## src/rtl/tick_arbiter_pkg.sv

```systemverilog
// rtl/tick_arbiter_pkg.sv - shared FSM encoding and board constants for tick_arbiter
package tick_arbiter_pkg;

    // Board system clock feeding the tick divider, in Hz
    localparam int unsigned CPU_CLOCK = 27_000_000;

    // Arbiter FSM: pick a winner, load its length, count ticks, report completion
    typedef enum logic [1:0] {
        ST_IDLE = 2'd0,
        ST_LOAD = 2'd1,
        ST_RUN  = 2'd2,
        ST_DONE = 2'd3
    } state_t;

    // True whenever the shared counter is owned by a requester
    function automatic logic is_active(input state_t s);
        return s != ST_IDLE;
    endfunction

endpackage

```

## src/rtl/rr_pick.sv

```systemverilog
// rtl/rr_pick.sv - round-robin priority search starting at ptr, ascending with wrap
module rr_pick #(
    parameter int NREQ  = 4,
    parameter int IDX_W = $clog2(NREQ)
) (
    input  logic [NREQ-1:0]  req,
    input  logic [IDX_W-1:0] ptr,
    output logic             valid,
    output logic [IDX_W-1:0] index
);

    // Walk requesters from ptr upward, wrapping to 0; the first set bit wins
    always_comb begin
        valid = 1'b0;
        index = '0;
        for (int k = 0; k < NREQ; k++) begin
            if (!valid && req[(int'(ptr) + k) % NREQ]) begin
                valid = 1'b1;
                index = IDX_W'((int'(ptr) + k) % NREQ);
            end
        end
    end

endmodule

```

## src/rtl/tick_arbiter.sv

```systemverilog
// rtl/tick_arbiter.sv - one shared tick-driven delay counter arbitrated round-robin among requesters
module tick_arbiter
    import tick_arbiter_pkg::*;
#(
    parameter int NREQ  = 4,
    parameter int CNT_W = 32
) (
    input  logic                  clk,
    input  logic                  rst,
    input  logic                  tick,
    input  logic [NREQ-1:0]       req,
    input  logic [NREQ*CNT_W-1:0] len,
    output logic [NREQ-1:0]       gnt,
    output logic [NREQ-1:0]       done,
    output logic                  busy
);

    localparam int IDX_W = $clog2(NREQ);

    state_t           state_q;
    state_t           state_d;
    logic [CNT_W-1:0] count_q;
    logic [IDX_W-1:0] ptr_q;
    logic [IDX_W-1:0] winner_q;
    logic [IDX_W-1:0] next_ptr;
    logic [NREQ-1:0]  gnt_q;
    logic             pick_valid;
    logic [IDX_W-1:0] pick_index;
    logic             winner_req;

    rr_pick #(
        .NREQ  (NREQ),
        .IDX_W (IDX_W)
    ) u_rr_pick (
        .req   (req),
        .ptr   (ptr_q),
        .valid (pick_valid),
        .index (pick_index)
    );

    // The current owner keeps the counter only while it holds its request
    assign winner_req = req[winner_q];

    // Search starts just past the last owner so everyone else goes first next time
    assign next_ptr = (winner_q == IDX_W'(NREQ - 1)) ? '0 : winner_q + 1'b1;

    // FSM state register; reset wins over every other input
    always_ff @(posedge clk) begin
        if (rst) begin
            state_q <= ST_IDLE;
        end else begin
            state_q <= state_d;
        end
    end

    // Next-state logic, abort on owner release takes priority over counting
    always_comb begin
        state_d = state_q;
        case (state_q)
            ST_IDLE: begin
                if (pick_valid) begin
                    state_d = ST_LOAD;
                end
            end
            ST_LOAD: begin
                state_d = winner_req ? ST_RUN : ST_IDLE;
            end
            ST_RUN: begin
                if (!winner_req) begin
                    state_d = ST_IDLE;
                end else if (count_q == '0) begin
                    state_d = ST_DONE;
                end
            end
            ST_DONE: begin
                state_d = ST_IDLE;
            end
            default: begin
                state_d = ST_IDLE;
            end
        endcase
    end

    // Winner latch, counter, grant and round-robin pointer
    always_ff @(posedge clk) begin
        if (rst) begin
            count_q  <= '0;
            ptr_q    <= '0;
            winner_q <= '0;
            gnt_q    <= '0;
        end else begin
            case (state_q)
                ST_IDLE: begin
                    if (pick_valid) begin
                        winner_q <= pick_index;
                    end
                end
                ST_LOAD: begin
                    if (winner_req) begin
                        count_q          <= len[int'(winner_q) * CNT_W +: CNT_W];
                        gnt_q            <= '0;
                        gnt_q[winner_q]  <= 1'b1;
                    end else begin
                        ptr_q <= next_ptr;
                    end
                end
                ST_RUN: begin
                    if (!winner_req) begin
                        gnt_q <= '0;
                        ptr_q <= next_ptr;
                    end else if (count_q != '0 && tick) begin
                        count_q <= count_q - 1'b1;
                    end
                end
                ST_DONE: begin
                    gnt_q <= '0;
                    ptr_q <= next_ptr;
                end
                default: begin
                    gnt_q <= '0;
                end
            endcase
        end
    end

    // Completion pulse lasts exactly the single DONE cycle
    always_comb begin
        done = '0;
        if (state_q == ST_DONE) begin
            done[winner_q] = 1'b1;
        end
    end

    assign gnt  = gnt_q;
    assign busy = is_active(state_q);

endmodule

```

## config.mk

```make
export PLATFORM = sky130hd
export DESIGN_NAME = tick_arbiter
export DESIGN_NICKNAME = d
export VERILOG_FILES = /design/src/rtl/tick_arbiter_pkg.sv /design/src/rtl/rr_pick.sv /design/src/rtl/tick_arbiter.sv
export SDC_FILE = /design/constraint.sdc
export NUM_CORES = 1
export LEC_CHECK = 0
export ABC_CLOCK_PERIOD_IN_PS = 3500
export CAP_MARGIN = 20
export CORE_ASPECT_RATIO = 1.25
export CORE_MARGIN = 2
export CORE_UTILIZATION = 31
export CTS_BUF_LIST = sky130_fd_sc_hd__clkbuf_8 sky130_fd_sc_hd__clkbuf_16
export CTS_CLUSTER_DIAMETER = 120
export CTS_CLUSTER_SIZE = 40
export DETAILED_ROUTE_END_ITERATION = 16
export DONT_BUFFER_PORTS = 1
export GPL_TIMING_DRIVEN = 0
export PLACE_DENSITY = 0.5
export RECOVER_POWER = 25
export SYNTH_ARGS = -nofsm -noshare
export SYNTH_HDL_FRONTEND = slang
export SYNTH_HIERARCHICAL = 1
export SYNTH_SLANG_ARGS = --single-unit
```

## constraint.sdc

```tcl
create_clock -name clk -period 3.5 [get_ports clk]
set_input_delay 0.7 -clock clk [delete_from_list [all_inputs] [get_ports clk]]
set_output_delay 0.7 -clock clk [all_outputs]
set_load 0.1 [all_outputs]
```

==> flow_summary.json, run 1 <==
{
  "status": "completed",
  "timing.critical_path.mode_cell": "clkbuf_1",
  "holdPathStages": 2,
  "fill_cells": 1140,
  "cts_tree": "done",
  "dieArea_mm2": 0.0123,
  "syn-mean-instance-area_um2": 8.27,
  "critPathLaunchType": "flop",
  "viasPerCell": 5.98,
  "worst_slack_ns": 0.246,
  "ys_ff_latch": 42,
  "hp-start": "count_q[15]",
  "crit_fanout": 10,
  "grt_overflow": 0,
  "grt_pass1_vias": 3301,
  "crit_path_end_kind": "primary output",
  "reg2reg_to": "count_q[1]",
  "yosysSeqAreaShare_pct": 23.8,
  "drive_gt1_share_pct": 13.8,
  "pwr-share-clk_pct": 25.8,
  "yosysTopAreaCell": "dfxtp_1",
  "irDropWorstVdd_uv": 171,
  "fmax_mhz": 307,
  "pre_cts_slack_ns": 0.522,
  "holdPathEnd": "count_q[15]",
  "maxCapViolCount": 0,
  "boundaryPins": 144,
  "fin_worst_skew_ns": 0.00458,
  "first_iter_violations": 197,
  "path_cells": "clkbuf_1, clkbuf_1, inv_1, ha_1, and2_1",
  "reg2reg_slack_ns": 0.63,
  "ant_nets": 0,
  "cts_hold_buf": 0,
  "p_int_mw": 1.10,
  "vias": 3446,
  "dr.pass1.iters": 5,
  "netlist_area_mm2": 0.00354,
  "synth-main-ff-cell": "dfxtp_1",
  "gr-usage-all-layers_pct": 19.5,
  "grt_pass1_wl_mm": 18.1,
  "design.core.area_mm2": 0.0111,
  "h-tree-depth": 2,
  "fp-row-count": 43,
  "post_cts.repair.setup_buffers": 0,
  "area_growth_pct": 9.30,
  "cts_max_path_buffers": 2,
  "crit_arrival_ns": 2.55,
  "ys_types": 50,
  "relSlewSlack_pct": 34.9,
  "critPathKind": "reg2out",
  "numCtsBuffers": 5,
  "regToRegStartpoint": "winner_q[1]",
  "worstHoldPathType": "reg2reg",
  "syn-num-nets": 573,
  "setup_viol": 0,
  "worstRegToRegCells": 7,
  "finalSetupTns_ns": 0,
  "fin_nets": 580,
  "wl_per_cell_um": 21.1,
  "gp_congestion": 0.863,
  "required_ns": 2.80,
  "switching_share_pct": 40.5,
  "antenna_found_initial": 6,
  "drcViolationCount": 0,
  "drt-total-wl_mm": 12.2,
  "p_sw_mw": 0.748,
  "finalCritPeriodShare_pct": 93.0,
  "seq_power_share_pct": 31.5,
  "start_util_pct": 31.8,
  "critical-path-max-stage-delay_ns": 0.56,
  "cts.sinks": 42,
  "rsz0062_at_grt": "no",
  "cts.reportedPaths.clkPinSlew_ns": 0.06,
  "leakage_nw": 1.35,
  "synth_edf_count": 0,
  "synth_area_leaders": "dfxtp_1, mux4_2, a21oi_1",
  "port_buffers": 0,
  "die_w_um": 99.6,
  "ctsResizeCount": 0,
  "synth_warnings": 6,
  "grt_max_degree": 13,
  "drv_slew": 0,
  "synth_top_cell_area_share_pct": 23.8,
  "period_needed_ns": 3.25,
  "clk_latency_ns": 0.29,
  "powerDensity_mw_per_mm2": 478,
  "hold_violations": 0,
  "synthCells": 428,
  "async_reset_ff_share_pct": 0,
  "slowest_stage": "clkbuf_1",
  "combPwrFrac_pct": 42.6,
  "worstMarginPinSlew_ns": 0.976,
  "hpwl_mm": 9.29,
  "cts_root_buf": "clkbuf_16",
  "die_y_um": 123
}
[synth_stat cells, types with 4 or more instances]
cell type and number:
nor3_1 12, mux4_2 33, mux2i_1 4, inv_1 17
and3_1 5, and2_1 12, a31oi_1 9, nor2_1 31
a21oi_1 53, o21ai_0 9, o21ai_1 32, nand3_1 7
ha_1 10, nand2_1 48, nor4_1 8, a21o_1 8
clkbuf_1 21, buf_2 11, nand4_1 6, dfxtp_1 42
or4_1 8
[routing by layer]
metal / part of all wire, % / global-route usage [%] / routed length [um]
met1: 40 / 23.9 / 4880
met2: 52 / 34.2 / 6280
met3: 6.1 / 4.13 / 740
met4: 2.0 / 6.08 / 239
met5: 0.28 / 0 / 34
[area by class of cell]
| cell class | instances | area, um^2 | area share, % |
|---|---|---|---|
| Clock buffer | 6 | 139 | 3.59 |
| Clock inverter | 2 | 8.76 | 0.226 |
| Multi-Input combinational cell | 333 | 2480 | 64.3 |
| Sequential cell | 42 | 841 | 21.7 |
| Antenna cell | 5 | 12.5 | 0.324 |
| Buffer | 35 | 145 | 3.75 |
| Tap cell | 135 | 169 | 4.37 |
| Inverter | 18 | 67.6 | 1.75 |
[cells by family (layout without fill, tap and decap cells)]
family / Yosys count / in the layout / share of synthesized area, %
other: 0 / 5 / 0
AO/OA/AOI/OAI: 133 / 133 / 21.8
buffers and inverters: 53 / 61 / 6.01
multiplexers: 39 / 39 / 22.8
AND/OR/NAND/NOR: 151 / 151 / 22.1
flip-flops: 42 / 42 / 23.8
adder cells (fa/ha/maj): 10 / 10 / 3.54
[layout by cell type (no fill, tap or decap), types with 2 or more instances in the layout]
master | synthesis | layout
a21oi_1 | 53 | 53
nand2_1 | 48 | 48
dfxtp_1 | 42 | 42
mux4_2 | 33 | 33
o21ai_1 | 32 | 32
nor2_1 | 31 | 31
clkbuf_1 | 21 | 22
inv_1 | 17 | 18
and2_1 | 12 | 12
nor3_1 | 12 | 12
buf_2 | 11 | 11
ha_1 | 10 | 10
o21ai_0 | 9 | 9
a31oi_1 | 9 | 9
or4_1 | 8 | 8
nor4_1 | 8 | 8
a21o_1 | 8 | 8
nand3_1 | 7 | 7
nand4_1 | 6 | 6
diode_2 | 0 | 5
and3_1 | 5 | 5
clkbuf_16 | 0 | 5
mux2i_1 | 4 | 4
o31a_1 | 3 | 3
o32ai_1 | 3 | 3
nand2b_1 | 3 | 3
nor4_4 | 2 | 2
a31o_1 | 2 | 2
buf_1 | 3 | 2
o31ai_1 | 2 | 2
mux2_2 | 2 | 2
a221oi_1 | 2 | 2
[through the flow]
stage | hold slack [ns] | area (um^2) | util [%] | power (mW) | std cells
2_1_floorplan | 0.440 | 3540 | - | 1.18 | 428
3_3_place_gp | 0.468 | 3710 | 33.3 | 1.37 | 563
3_5_place_dp | 0.472 | 3710 | 33.3 | 1.38 | 563
4_1_cts | 0.480 | 3850 | 34.6 | 1.86 | 571
5_1_grt | 0.516 | 3860 | 34.7 | 1.96 | 574
6_report | 0.491 | 3870 | 34.7 | 1.85 | 576
[state kept, by name, indices dropped and copies added (netlist names)]
| signal | cells |
|---|---|
| count_q | 32 |
| gnt | 4 |
| ptr_q | 2 |
| state_q | 2 |
| winner_q | 2 |
[power groups by stage]
stage	clock network [mW]	registers (mW)	logic, mW
after floorplan	0	0.579	0.601
after global placement	0	0.590	0.783
after detailed placement	0	0.592	0.785
after CTS	0.489	0.582	0.790
after global routing	0.504	0.589	0.865
final	0.477	0.583	0.788
[worst max-delay path, delay by kind of cell, from the launching register on]
kind | cells | cell delay, ns
simple gates | 1 | 0.48
buf+inv | 3 | 1.18
flops | 1 | 0.37
fa+ha+maj | 1 | 0.23
[worst max-delay path by stage]
stage / start / endpoint / slack (ns)
after floorplan: winner_q[0] / done[0] / 0.96
after global placement: winner_q[1] / done[1] / 0.53
after detailed placement: winner_q[1] / done[1] / 0.52
after CTS: winner_q[1] / done[1] / 0.20
after global routing: winner_q[0] / done[2] / 0.06
final: winner_q[1] / done[1] / 0.25
Note: power is estimated with default switching activity, not from simulation.
==> inputs of run 2 (changes only) <==
- GPL_ROUTABILITY_DRIVEN: unset -> 0
==> results of run 2 <==
No change in the layout: final DEF, timing and power equal those of run 1.
